===== src/rtl/serial_subtractor.sv =====
// serial_subtractor
//   Digit-serial WIDTH-bit subtractor computing diff = a - b (mod 2^WIDTH).
//   It handles DIGIT bits per clock, LSB first, and forms the result as
//   a + ~b + 1. After each operation it also reports an unsigned borrow
//   (a < b) and two's-complement signed overflow.
//   Only one operation is in flight at a time.
//   The result appears N = WIDTH/DIGIT cycles after the accept edge.
//
// Ports
//   clk        in   rising-edge clock
//   rst_n      in   synchronous reset, active-low
//   in_valid   in   operands a/b are valid
//   in_ready   out  an operation can be accepted (high only in IDLE)
//   a, b       in   minuend / subtrahend, sampled on the accept edge
//   out_valid  out  result valid (high only in DONE)
//   out_ready  in   consumer takes the result
//   diff       out  a - b mod 2^WIDTH
//   borrow     out  1 when a < b (unsigned)
//   ovf        out  signed overflow of a - b
module serial_subtractor #(
    parameter int WIDTH = 32,
    parameter int DIGIT = 1
) (
    input  logic             clk,
    input  logic             rst_n,
    input  logic             in_valid,
    output logic             in_ready,
    input  logic [WIDTH-1:0] a,
    input  logic [WIDTH-1:0] b,
    output logic             out_valid,
    input  logic             out_ready,
    output logic [WIDTH-1:0] diff,
    output logic             borrow,
    output logic             ovf
);

    localparam int N  = WIDTH / DIGIT;
    localparam int CW = (N > 1) ? $clog2(N) : 1;

    generate
        if ((WIDTH % DIGIT) != 0) begin : g_bad_digit
            $error("serial_subtractor: WIDTH must be a multiple of DIGIT");
        end
    endgenerate

    typedef enum logic [1:0] {
        IDLE = 2'd0,
        RUN  = 2'd1,
        DONE = 2'd2
    } state_t;

    state_t state_reg, state_next;

    logic [WIDTH-1:0] a_sh_reg;
    logic [WIDTH-1:0] b_sh_reg;
    logic [WIDTH-1:0] acc_reg;      // partial result, filled from the MSB end
    logic             carry_reg;
    logic [CW-1:0]    count_reg;
    logic             a_msb_reg;    // operand signs, kept because a_sh/b_sh are shifted away
    logic             b_msb_reg;
    logic [WIDTH-1:0] diff_reg;
    logic             borrow_reg;
    logic             ovf_reg;

    logic [DIGIT:0]   slice_sum;
    logic [WIDTH-1:0] acc_next;
    logic             last_digit;

    // One digit of a + ~b + carry. The top bit is the carry into the next digit.
    assign slice_sum = {1'b0, a_sh_reg[DIGIT-1:0]}
                     + {1'b0, ~b_sh_reg[DIGIT-1:0]}
                     + {{DIGIT{1'b0}}, carry_reg};

    generate
        if (DIGIT == WIDTH) begin : g_single_digit
            assign acc_next = slice_sum[DIGIT-1:0];
        end else begin : g_multi_digit
            assign acc_next = {slice_sum[DIGIT-1:0], acc_reg[WIDTH-1:DIGIT]};
        end
    endgenerate

    assign last_digit = (count_reg == CW'(N - 1));

    // State register
    always_ff @(posedge clk) begin
        if (!rst_n) begin
            state_reg <= IDLE;
        end else begin
            state_reg <= state_next;
        end
    end

    // Next-state logic
    always_comb begin
        state_next = state_reg;
        case (state_reg)
            IDLE:    if (in_valid)   state_next = RUN;
            RUN:     if (last_digit) state_next = DONE;
            DONE:    if (out_ready)  state_next = IDLE;
            default:                 state_next = IDLE;
        endcase
    end

    // Datapath
    always_ff @(posedge clk) begin
        if (!rst_n) begin
            a_sh_reg   <= '0;
            b_sh_reg   <= '0;
            acc_reg    <= '0;
            carry_reg  <= 1'b0;
            count_reg  <= '0;
            a_msb_reg  <= 1'b0;
            b_msb_reg  <= 1'b0;
            diff_reg   <= '0;
            borrow_reg <= 1'b0;
            ovf_reg    <= 1'b0;
        end else begin
            case (state_reg)
                IDLE: begin
                    if (in_valid) begin
                        a_sh_reg  <= a;
                        b_sh_reg  <= b;
                        a_msb_reg <= a[WIDTH-1];
                        b_msb_reg <= b[WIDTH-1];
                        carry_reg <= 1'b1;      // the +1 of the two's complement of b
                        count_reg <= '0;
                    end
                end
                RUN: begin
                    a_sh_reg  <= a_sh_reg >> DIGIT;
                    b_sh_reg  <= b_sh_reg >> DIGIT;
                    acc_reg   <= acc_next;
                    carry_reg <= slice_sum[DIGIT];
                    count_reg <= count_reg + CW'(1);
                    // Publish the result on the final edge, so that the
                    // visible outputs never show a partial result.
                    if (last_digit) begin
                        diff_reg   <= acc_next;
                        borrow_reg <= ~slice_sum[DIGIT];
                        ovf_reg    <= (a_msb_reg ^ b_msb_reg) & (acc_next[WIDTH-1] ^ a_msb_reg);
                    end
                end
                default: ;
            endcase
        end
    end

    assign in_ready  = (state_reg == IDLE);
    assign out_valid = (state_reg == DONE);
    assign diff      = diff_reg;
    assign borrow    = borrow_reg;
    assign ovf       = ovf_reg;

endmodule


===== config.mk =====
export PLATFORM = sky130hd
export DESIGN_NAME = serial_subtractor
export DESIGN_NICKNAME = d
export VERILOG_FILES = /design/src/rtl/serial_subtractor.sv
export SDC_FILE = /design/constraint.sdc
export NUM_CORES = 1
export LEC_CHECK = 0
export ABC_AREA = 1
export BUFFER_PORTS_ARGS = -buffer_cell sky130_fd_sc_hd__clkbuf_2
export CORE_MARGIN = 2
export CORE_UTILIZATION = 56
export DETAILED_ROUTE_END_ITERATION = 6
export PLACE_DENSITY = 0.83
export SETUP_SLACK_MARGIN = 0.1
export SKIP_LAST_GASP = 1
export SYNTH_ARGS = -nofsm -noshare
export SYNTH_HDL_FRONTEND = slang
export SYNTH_SLANG_ARGS = --single-unit

===== constraint.sdc =====
create_clock -name clk -period 2.15 [get_ports clk]
set_input_delay 0.3225 -clock clk [delete_from_list [all_inputs] [get_ports clk]]
set_output_delay 0.3225 -clock clk [all_outputs]
set_load 0.1 [all_outputs]

==> results of run 1 <==
metrics by stage:
step           worst slack [ns]  total power [mW]  utilization
3_5_place_dp              0.453              3.61        0.633
5_1_grt                   0.107              6.73        0.690
4_1_cts                   0.176              6.46        0.690
6_report                  0.209              6.42        0.690
3_3_place_gp              0.507              3.60        0.633
2_1_floorplan             0.125              3.42            -
routing by layer:
layer | GRT usage | vias to the layer above | part of all wire
met1 | 0.280 | 2304 | 0.47
met4 | 0.0584 | 0 | 0.0062
met3 | 0.0533 | 6 | 0.045
li1 | - | 2857 | -
met2 | 0.374 | 101 | 0.48
met5 | 0 | - | 0
critical path, stage by stage, from the launching register on:
cell and delay (ns):
dfxtp_1 0.39, inv_2 0.09, nor2_1 0.15, clkbuf_2 0.48
final timing paths:
path / startpoint / endpoint / slack (ns)
worst max-delay path: state_reg[1] / out_valid / 0.21
worst min-delay path: out_ready / state_reg[1] / 0.08
worst max register to register: count_reg[0] / diff[1] / 0.42
worst min register to register: borrow / borrow / 0.47
cells by family after synthesis:
logic type	Yosys count	share of synthesized area
simple gates	471	0.303
compound gates	143	0.123
flops	139	0.472
buf+inv	132	0.0941
fa+ha+maj	3	0.00765
power groups by stage:
stage	registers, mW	logic (mW)	clock network [mW]
global route	2.83	0.870	3.03
detailed placement	2.87	0.736	0
finish	2.82	0.739	2.86
global placement	2.87	0.726	0
CTS	2.82	0.746	2.90
floorplan	2.86	0.569	0
cell usage after synthesis:
| cell type | count |
|---|---|
| a211oi_1 | 1 |
| a21oi_1 | 15 |
| buf_2 | 23 |
| buf_4 | 2 |
| buf_6 | 3 |
| clkbuf_1 | 28 |
| dfxtp_1 | 139 |
| fa_1 | 1 |
| ha_1 | 2 |
| inv_1 | 75 |
| inv_2 | 1 |
| nand2_1 | 212 |
| nand2_2 | 1 |
| nand3_1 | 2 |
| nand4_1 | 1 |
| nor2_1 | 253 |
| nor2_4 | 1 |
| nor3_1 | 1 |
| o211ai_1 | 1 |
| o21ai_0 | 121 |
| o21ai_1 | 4 |
| o21ai_2 | 1 |
area by class of cell:
type / instances / area [µm²] / share of cell area
Timing Repair Buffer: 115 / 696 / 0.0981
Sequential cell: 139 / 2780 / 0.393
Clock inverter: 13 / 170 / 0.0240
Inverter: 76 / 285 / 0.0402
Clock buffer: 17 / 414 / 0.0584
Multi-Input combinational cell: 617 / 2570 / 0.363
Tap cell: 136 / 170 / 0.0240
==> flow_summary_export.csv, run 1 <==
group,metric,value,unit
status,status,"complete, no violations",
finish,diodes,0,
finish,fill_cells,904,
hold_path,holdPathStages,4,
finish,design_area,7090,µm²
route,wl_per_cell,10.6,µm
place,gp_congestion,0.797,
place,place_inst,1083,
logic_synthesis,yosys_warnings,0,
power,clockPowerShare,0.446,
power,p_int,4.80,mW
place,hpwlAfterDp,7520,µm
cts,cts_buffers,17,
finish,mostFrequentLayoutCells,"nor2_1 (251), nand2_1 (212), dfxtp_1 (139), o21ai_0 (121), clkbuf_2 (102)",
logic_synthesis,yosys.area.top_type,"dfxtp_1",
sta,whs,0.0814,ns
sta,worst-slew-pin-transition,0.564,ns
cts,cts-hold-fix-buffers,0,
floorplan,core,10300,µm²
finish,layout-drive-gt1-share,0.155,
global_routing,grt_pass1_wl,20500,µm
sta,setup_violations,0,
logic_synthesis,ys_seq_elements,139,
route,drcViolationCount,0,
route,dr_total_vias,5268,
sta,fin_setup_tns,0,ns
logic_synthesis,netlist_area,5890,µm²
cts,clockRootBuffer,"clkbuf_8",
power,p_sw_frac,0.252,
global_routing,grt_pass1_vias,4675,
finish,final_common_cell,"nor2_1",
cts,cts.htree.levels,4,
power,seqPwrFrac,0.439,
cts,cts_resized,0,
sta,fmax,515,MHz
worst_setup_path,crit_path_end_kind,"output pin",
worst_setup_path,cp_max_fo,3,
sta,slew_headroom,0.625,
logic_synthesis,synthDistinctLibCells,22,
finish,nets,1037,
cts,path_clk_slew,0.06,ns
logic_synthesis,avgSynthCellArea,6.63,µm²
worst_setup_path,critPathLaunchType,"register",
place,numPortBuffers,103,
finish,final_cells,1113,
global_routing,grt_use_total,0.220,
sta,rsz0062_at_grt,"false",
global_routing,grt_max_degree,65,
sta,slew_violations,0,
place,dpl-instance-area,6500,µm²
sta,hold_viol,0,
floorplan,die_area,11400,µm²
power,max-vdd-ir-drop,0.000541,V
logic_synthesis,synth-seq-area-share,0.472,
worst_setup_path,crit_arrival,1.62,ns
hold_path,hold_class,"input port to register",
cts,cts_tree,"yes",
worst_setup_path,worst_r2r_path_depth,8,
logic_synthesis,synthTopCellsByArea,"dfxtp_1 (47%), nor2_1 (16%), nand2_1 (14%), o21ai_0 (10%), inv_1 (4.8%)",
route,drt_iter0_markers,370,
global_routing,grt-ovfl-total,0,
cts,clk-insertion-delay-late,0.50,ns
cts,clockBufferDepth,2,
route,vias_per_cell,4.73,
floorplan,start_util,0.573,
floorplan,top_level_ports,104,
route,dr.pass1.iters,5,
power,switching_power,1.62,mW
power,leakage,3.50,nW
route,antenna_left,0,
logic_synthesis,synth_top_area_frac,0.472,
sta,worst_clock_skew,0.0102,ns
logic_synthesis,synth.net_count,959,
sta,final.period_utilization,0.903,
finish,area_delta_synth_final,20.3,%
worst_setup_path,path_class,"register to output pin",
cts,clock_sinks,139,
worst_setup_path,crit_required,1.83,ns
floorplan,rows,37,
global_routing,antenna_found_initial,0,
logic_synthesis,syn-instance-count,888,
power,power.density,905,nW/µm²
sta,min_period,1.94,ns
power,combPwrFrac,0.115,
route,drt_wl_total,11800,µm
run,drv_cap,0,
cts,cts_setup_buffers,0,
floorplan,die_y,107,µm
floorplan,dieWidth,107,µm
Note: power is estimated with default switching activity, not from simulation.
==> inputs of run 2 (changes only) <==
--- a/config.mk
+++ b/config.mk
@@ -5,12 +5,13 @@
 export SDC_FILE = /design/constraint.sdc
 export NUM_CORES = 1
 export LEC_CHECK = 0
-export ABC_AREA = 1
+export ABC_AREA = 0
+export ABC_CLOCK_PERIOD_IN_PS = 2150
 export BUFFER_PORTS_ARGS = -buffer_cell sky130_fd_sc_hd__clkbuf_2
 export CORE_MARGIN = 2
-export CORE_UTILIZATION = 56
+export CORE_UTILIZATION = 55
 export DETAILED_ROUTE_END_ITERATION = 6
-export PLACE_DENSITY = 0.83
+export PLACE_DENSITY = 0.82
 export SETUP_SLACK_MARGIN = 0.1
 export SKIP_LAST_GASP = 1
 export SYNTH_ARGS = -nofsm -noshare
==> run 2 against run 1 <==
Effect of this change:
- die area shrank 6.1%
- clock power fell by 16%
- final area decreased by 9.3%
- via count shrank 6.2%
- core utilization decreased by 2.6 points
- flip-flop and latch count did not move
- first-iteration DRC count decreased by 41%
- synthesized area decreased by 8.1%
- sequential share of layout area grew 4.0 points
- power down 11%
- count of clock-buffer cells in the layout rose by 4
- critical endpoint is now in_ready
- largest cell class unchanged
==> flow_summary_export.csv, run 2 <==
group,metric,value,unit
place,gp_congestion,0.743,
route,antenna_left,0,
logic_synthesis,synth_most_common_cell,"nand2_1",
status,status,"complete, no violations",
worst_setup_path,reg2reg_slack,0.32,ns
finish,final_common_cell,"nand2_1",
place,dpl-instance-area,5940,µm²
route,drt_iter0_markers,219,
logic_synthesis,avgSynthCellArea,7.91,µm²
global_routing,grt_pass1_wl,20000,µm
sta,setup_violations,0,
sta,min_period,1.92,ns
sta,slew_violations,0,
global_routing,grt-ovfl-total,0,
cts,path_clk_slew,0.06,ns
worst_setup_path,rr_startpoint,"state_reg[0]",
worst_setup_path,r2r-end,"a_sh_reg[22]",
sta,fmax,521,MHz
sta,slew_headroom,0.286,
cts,cts_setup_buffers,0,
sta,final.period_utilization,0.892,
logic_synthesis,netlist_area,5420,µm²
hold_path,hold_class,"input port to register",
place,hpwlAfterDp,7790,µm
worst_setup_path,cp_slowest_stage_delay,0.46,ns
sta,whs,0.0217,ns
logic_synthesis,yosys.area.top_type,"dfxtp_1",
hold_path,min_from,"b[13]",
cts,clk-insertion-delay-late,0.52,ns
sta,rsz0062_at_grt,"false",
cts,cts_buffers,17,
cts,cts-hold-fix-buffers,0,
logic_synthesis,syn-instance-count,685,
route,wl_per_cell,13.4,µm
worst_setup_path,crit_required,1.83,ns
floorplan,die_area,10700,µm²
worst_setup_path,critPathBufInv,2,
logic_synthesis,ys_seq_elements,139,
sta,worst_clock_skew,0.00795,ns
run,drv_cap,0,
worst_setup_path,cp_max_fo,9,
cts,clock_sinks,139,
worst_setup_path,crit_family,"buffers and inverters",
logic_synthesis,synth_top_area_frac,0.514,
cts,clockRootBuffer,"clkbuf_8",
route,dr_total_vias,4944,
power,max-vdd-ir-drop,0.000530,V
floorplan,start_util,0.559,
cts,clockBufferDepth,2,
hold_path,hold_end,"b_sh_reg[13]",
power,leakage,2.60,nW
logic_synthesis,yosys_warnings,0,
floorplan,dieWidth,103,µm
logic_synthesis,synth_commonest_cells,"nand2_1 (190), a21oi_1 (188), dfxtp_1 (139)",
route,drt_wl_total,12200,µm
worst_setup_path,critPathLaunchType,"register",
finish,design_area,6430,µm²
route,drcViolationCount,0,
cts,cts_tree,"yes",
logic_synthesis,synth_ff_type,"dfxtp_1",
logic_synthesis,synth_edf_count,0,
floorplan,top_level_ports,104,
floorplan,die_y,103,µm
floorplan,rows,36,
sta,fin_setup_tns,0,ns
logic_synthesis,synthArstFlopShare,0,
worst_setup_path,crit_arrival,1.60,ns
sta,worst-slew-pin-transition,1.07,ns
hold_path,holdPathStages,3,
global_routing,grt_max_degree,66,
route,dr.pass1.iters,5,
logic_synthesis,synthDistinctLibCells,32,
finish,area_delta_synth_final,18.7,%
logic_synthesis,synthTopCellsByArea,"dfxtp_1 (51%), a21oi_1 (17%), nand2_1 (13%), o21ai_0 (5.7%), buf_2 (2.9%)",
worst_setup_path,crit_path_end_kind,"output pin",
finish,nets,835,
global_routing,antenna_found_initial,0,
floorplan,core,9680,µm²
worst_setup_path,worst_r2r_path_depth,4,
place,numPortBuffers,103,
logic_synthesis,synth.net_count,756,
route,vias_per_cell,5.44,
finish,layout-drive-gt1-share,0.203,
global_routing,grt_use_total,0.239,
worst_setup_path,slowest_stage,"clkbuf_2",
finish,diodes,0,
worst_setup_path,worstPathCellList,"buf_4, nor2_1, clkbuf_2",
cts,cts.htree.levels,4,
power,power.density,884,nW/µm²
sta,hold_viol,0,
worst_setup_path,path_class,"register to output pin",
finish,mostFrequentLayoutCells,"nand2_1 (190), a21oi_1 (188), dfxtp_1 (138), clkbuf_2 (102), o21ai_0 (62)",
logic_synthesis,synth-seq-area-share,0.514,
global_routing,grt_pass1_vias,4553,
[run 2: layout make-up]
class,instances,area [µm²]
clock inverter,9,52.6
inverter,3,11.3
sequential,139,2780
fill,826,3250
clock buffer,21,429
tap,133,166
multi-input combinational,483,2320
timing repair buffer,120,671
[run 2: worst max-delay path by stage]
stage / end / cells after the start / from
2_1_floorplan: in_ready / 2 / state_reg[0]
3_3_place_gp: b_sh_reg[11] / 5 / in_valid
3_5_place_dp: b_sh_reg[9] / 5 / in_valid
4_1_cts: out_valid / 2 / state_reg[1]
5_1_grt: a_sh_reg[22] / 4 / state_reg[0]
6_report: in_ready / 3 / state_reg[0]
[run 2: timing repair]
item / CTS / global route
setup endpoints to repair: 1 / 1
endpoints found under the hold margin: 0 / 0
gates resized for setup: 1 / 1
[run 2: per-stage QoR]
step	instances	utilization	setup slack, ns	power [mW]
after floorplan	685	-	0.136	3.16
after global placement	878	0.614	0.336	3.28
after detailed placement	878	0.614	0.231	3.31
after CTS	908	0.664	0.172	5.71
after global routing	908	0.664	0.160	5.90
final	908	0.664	0.231	5.68
[run 2: routing by layer]
metal  global-route usage  routed length (µm)
met1                0.301                5390
met2                0.391                5830
met3               0.0531                 773
met4                0.117                 205
met5                    0                   0
[run 2: kinds of logic after synthesis]
family | Yosys count | synth area share
mux | 3 | 0.00554
compound gates | 263 | 0.252
fa+ha+maj | 3 | 0.00832
buf+inv | 63 | 0.0633
simple gates | 214 | 0.157
flops | 139 | 0.514
[run 2: report_power, final]
group	internal, mW	switching [mW]
sequential	2.70	0.0624
clock	1.39	1.03
combinational	0.193	0.316
total	4.28	1.41
[run 2: worst register-to-register path, cell delays in order, from the launching register on]
cell and delay, ns:
dfxtp_1 0.34, o21bai_4 0.85, buf_4 0.35, a21oi_1 0.06
a21oi_1 0.16
==> inputs of run 3 (changes only) <==
==> constraint.sdc (replaced) <==
create_clock -name clk -period 2.15 [get_ports clk]
set_input_delay 0.1075 -clock clk [delete_from_list [all_inputs] [get_ports clk]]
set_output_delay 0.1075 -clock clk [all_outputs]
set_load 0.1 [all_outputs]
==> run 3 against run 2 <==
Effect of this change:
- global-route usage rose by 2.4 points
- routed wire length rose by 14%
- clock skew rose by 0.0059 ns
- critical path depth rose by 4
- via count rose by 7.2%
- critical path type is now register to register
- largest power group is now clock
==> flow_summary_export.csv, run 3 (synthesis results as in run 2) <==
group,metric,value,unit
route,wl_per_cell,14.4,µm
route,drt_wl_total,13900,µm
worst_setup_path,cp_num_cells,7,
place,place_inst,875,
floorplan,rows,36,
sta,slew_headroom,0.635,
hold_path,hold_class,"input port to register",
cts,cts.htree.levels,4,
power,leakage,2.92,nW
worst_setup_path,crit_path_end_kind,"register",
finish,final_cells,971,
route,dr_total_vias,5300,
cts,cts_tree,"yes",
place,gp_congestion,0.756,
sta,final.period_utilization,0.883,
worst_setup_path,crit_required,2.57,ns
global_routing,groute.layer.met3.usage,0.0672,
global_routing,grt_use_total,0.264,
global_routing,grt-busiest-layer,"met2",
cts,clock_sinks,139,
worst_setup_path,slowest_stage,"and3b_1",
worst_setup_path,worstPathCellList,"ha_1, and3_1, ha_1, and3b_1, buf_12, nor2_1, a211oi_1",
finish,nets,898,
worst_setup_path,critPathBufInv,1,
sta,worst_clock_skew,0.0139,ns
global_routing,grt_pass1_wl,22300,µm
floorplan,dieWidth,103,µm
power,power.density,882,nW/µm²
cts,cts_resized,0,
worst_setup_path,worst_r2r_path_depth,7,
finish,final_common_cell,"nand2_1",
finish,layout-drive-gt1-share,0.186,
finish,fill_cells,685,
sta,rsz0062_at_grt,"false",
route,antenna_left,0,
place,numPortBuffers,103,
route,dr.pass1.iters,5,
hold_path,min_from,"rst_n",
floorplan,top_level_ports,104,
finish,area_delta_synth_final,33.3,%
global_routing,grt-ovfl-total,0,
place,hpwlAfterDp,7410,µm
hold_path,holdPathStages,3,
cts,path_clk_slew,0.06,ns
run,drv_cap,0,
cts,cts_setup_buffers,0,
global_routing,grt_max_degree,72,
worst_setup_path,path_class,"register to register",
worst_setup_path,crit_arrival,2.32,ns
route,vias_per_cell,5.46,
sta,slew_violations,0,
cts,clockRootBuffer,"clkbuf_8",
floorplan,core,9680,µm²
finish,diodes,0,
global_routing,met2_usage,0.444,
cts,cts-hold-fix-buffers,66,
global_routing,antenna_found_initial,0,
finish,mostFrequentLayoutCells,"nand2_1 (190), a21oi_1 (188), dfxtp_1 (139), clkbuf_2 (103), dlygate4sd3_1 (66)",
cts,clk-insertion-delay-late,0.52,ns
route,drcViolationCount,0,
hold_path,hold_end,"b_sh_reg[14]",
status,status,"complete, no violations",
global_routing,grt_pass1_vias,4862,
power,p_total,6.37,mW
sta,setup_violations,0,
global_routing,use_met1,0.327,
worst_setup_path,cp_max_fo,28,
worst_setup_path,cp_slowest_stage_delay,0.39,ns
sta,fin_setup_tns,0,ns
power,max-vdd-ir-drop,0.000582,V
worst_setup_path,cpMostUsedCell,"ha_1",
sta,setup_ws,0.253,ns
cts,cts_buffers,17,
worst_setup_path,critPathLaunchType,"register",
floorplan,die_area,10700,µm²
sta,worst-slew-pin-transition,0.550,ns
sta,hold_viol,0,
sta,fmax,527,MHz
cts,clockBufferDepth,2,
worst_setup_path,reg2reg_slack,0.25,ns
worst_setup_path,rr_startpoint,"count_reg[0]",
worst_setup_path,r2r-end,"borrow",
route,drt_iter0_markers,267,
worst_setup_path,crit_family,"simple AND/OR/NAND/NOR gates",
floorplan,die_y,103,µm
place,dp_slack,0.260,ns
floorplan,start_util,0.559,
sta,min_period,1.90,ns
[run 3: changes by cell type in the layout (fill, tap and decap cells not counted), moves of 3 or more]
cell | previous run | this run
dlygate4sd3_1 | 0 | 66
buf_4 | 15 | 9
bufinv_16 | 0 | 4
clkinv_2 | 6 | 2
buf_12 | 2 | 5
clkbuf_1 | 4 | 1
[run 3: power by group]
group	switching, mW	total (mW)	internal, mW	leakage, nW
logic	0.347	0.619	0.272	1.50
clock network	1.08	2.98	1.90	0.286
registers	0.0698	2.77	2.70	1.14
[run 3: metal layers]
metal | vias up | routed length (µm)
li1 | 2589 | -
met2 | 219 | 6920
met1 | 2455 | 5890
met5 | - | 0
met4 | 0 | 306
met3 | 37 | 828
[run 3: final cells by class]
type,count,area [µm²],share of cell area
clock buffers,19,432,0.0598
clock inverters,11,170,0.0236
inverters,3,11.3,0.00156
multi-input cells,483,2320,0.321
flip-flops and latches,139,2780,0.385
well taps,133,166,0.0230
repair buffers,183,1340,0.186
[run 3: through the flow]
stage	area [µm²]	hold slack, ns	util
2_1_floorplan	5420	0.241	-
3_3_place_gp	5960	0.331	0.615
6_report	7220	0.216	0.746
4_1_cts	7220	0.163	0.746
5_1_grt	7220	0.224	0.746
3_5_place_dp	5960	0.337	0.615
[run 3: how the worst max path moves through the flow]
stage,to,start
after CTS,borrow,count_reg[0]
after floorplan,in_ready,state_reg[0]
final,borrow,count_reg[0]
after global routing,borrow,count_reg[0]
after detailed placement,borrow,count_reg[0]
after global placement,borrow,count_reg[0]
[run 3: worst min-delay path, delay by kind of cell]
kind | cells | cell delay (ns)
buf+inv | 1 | 0.34
compound gates | 2 | 0.23
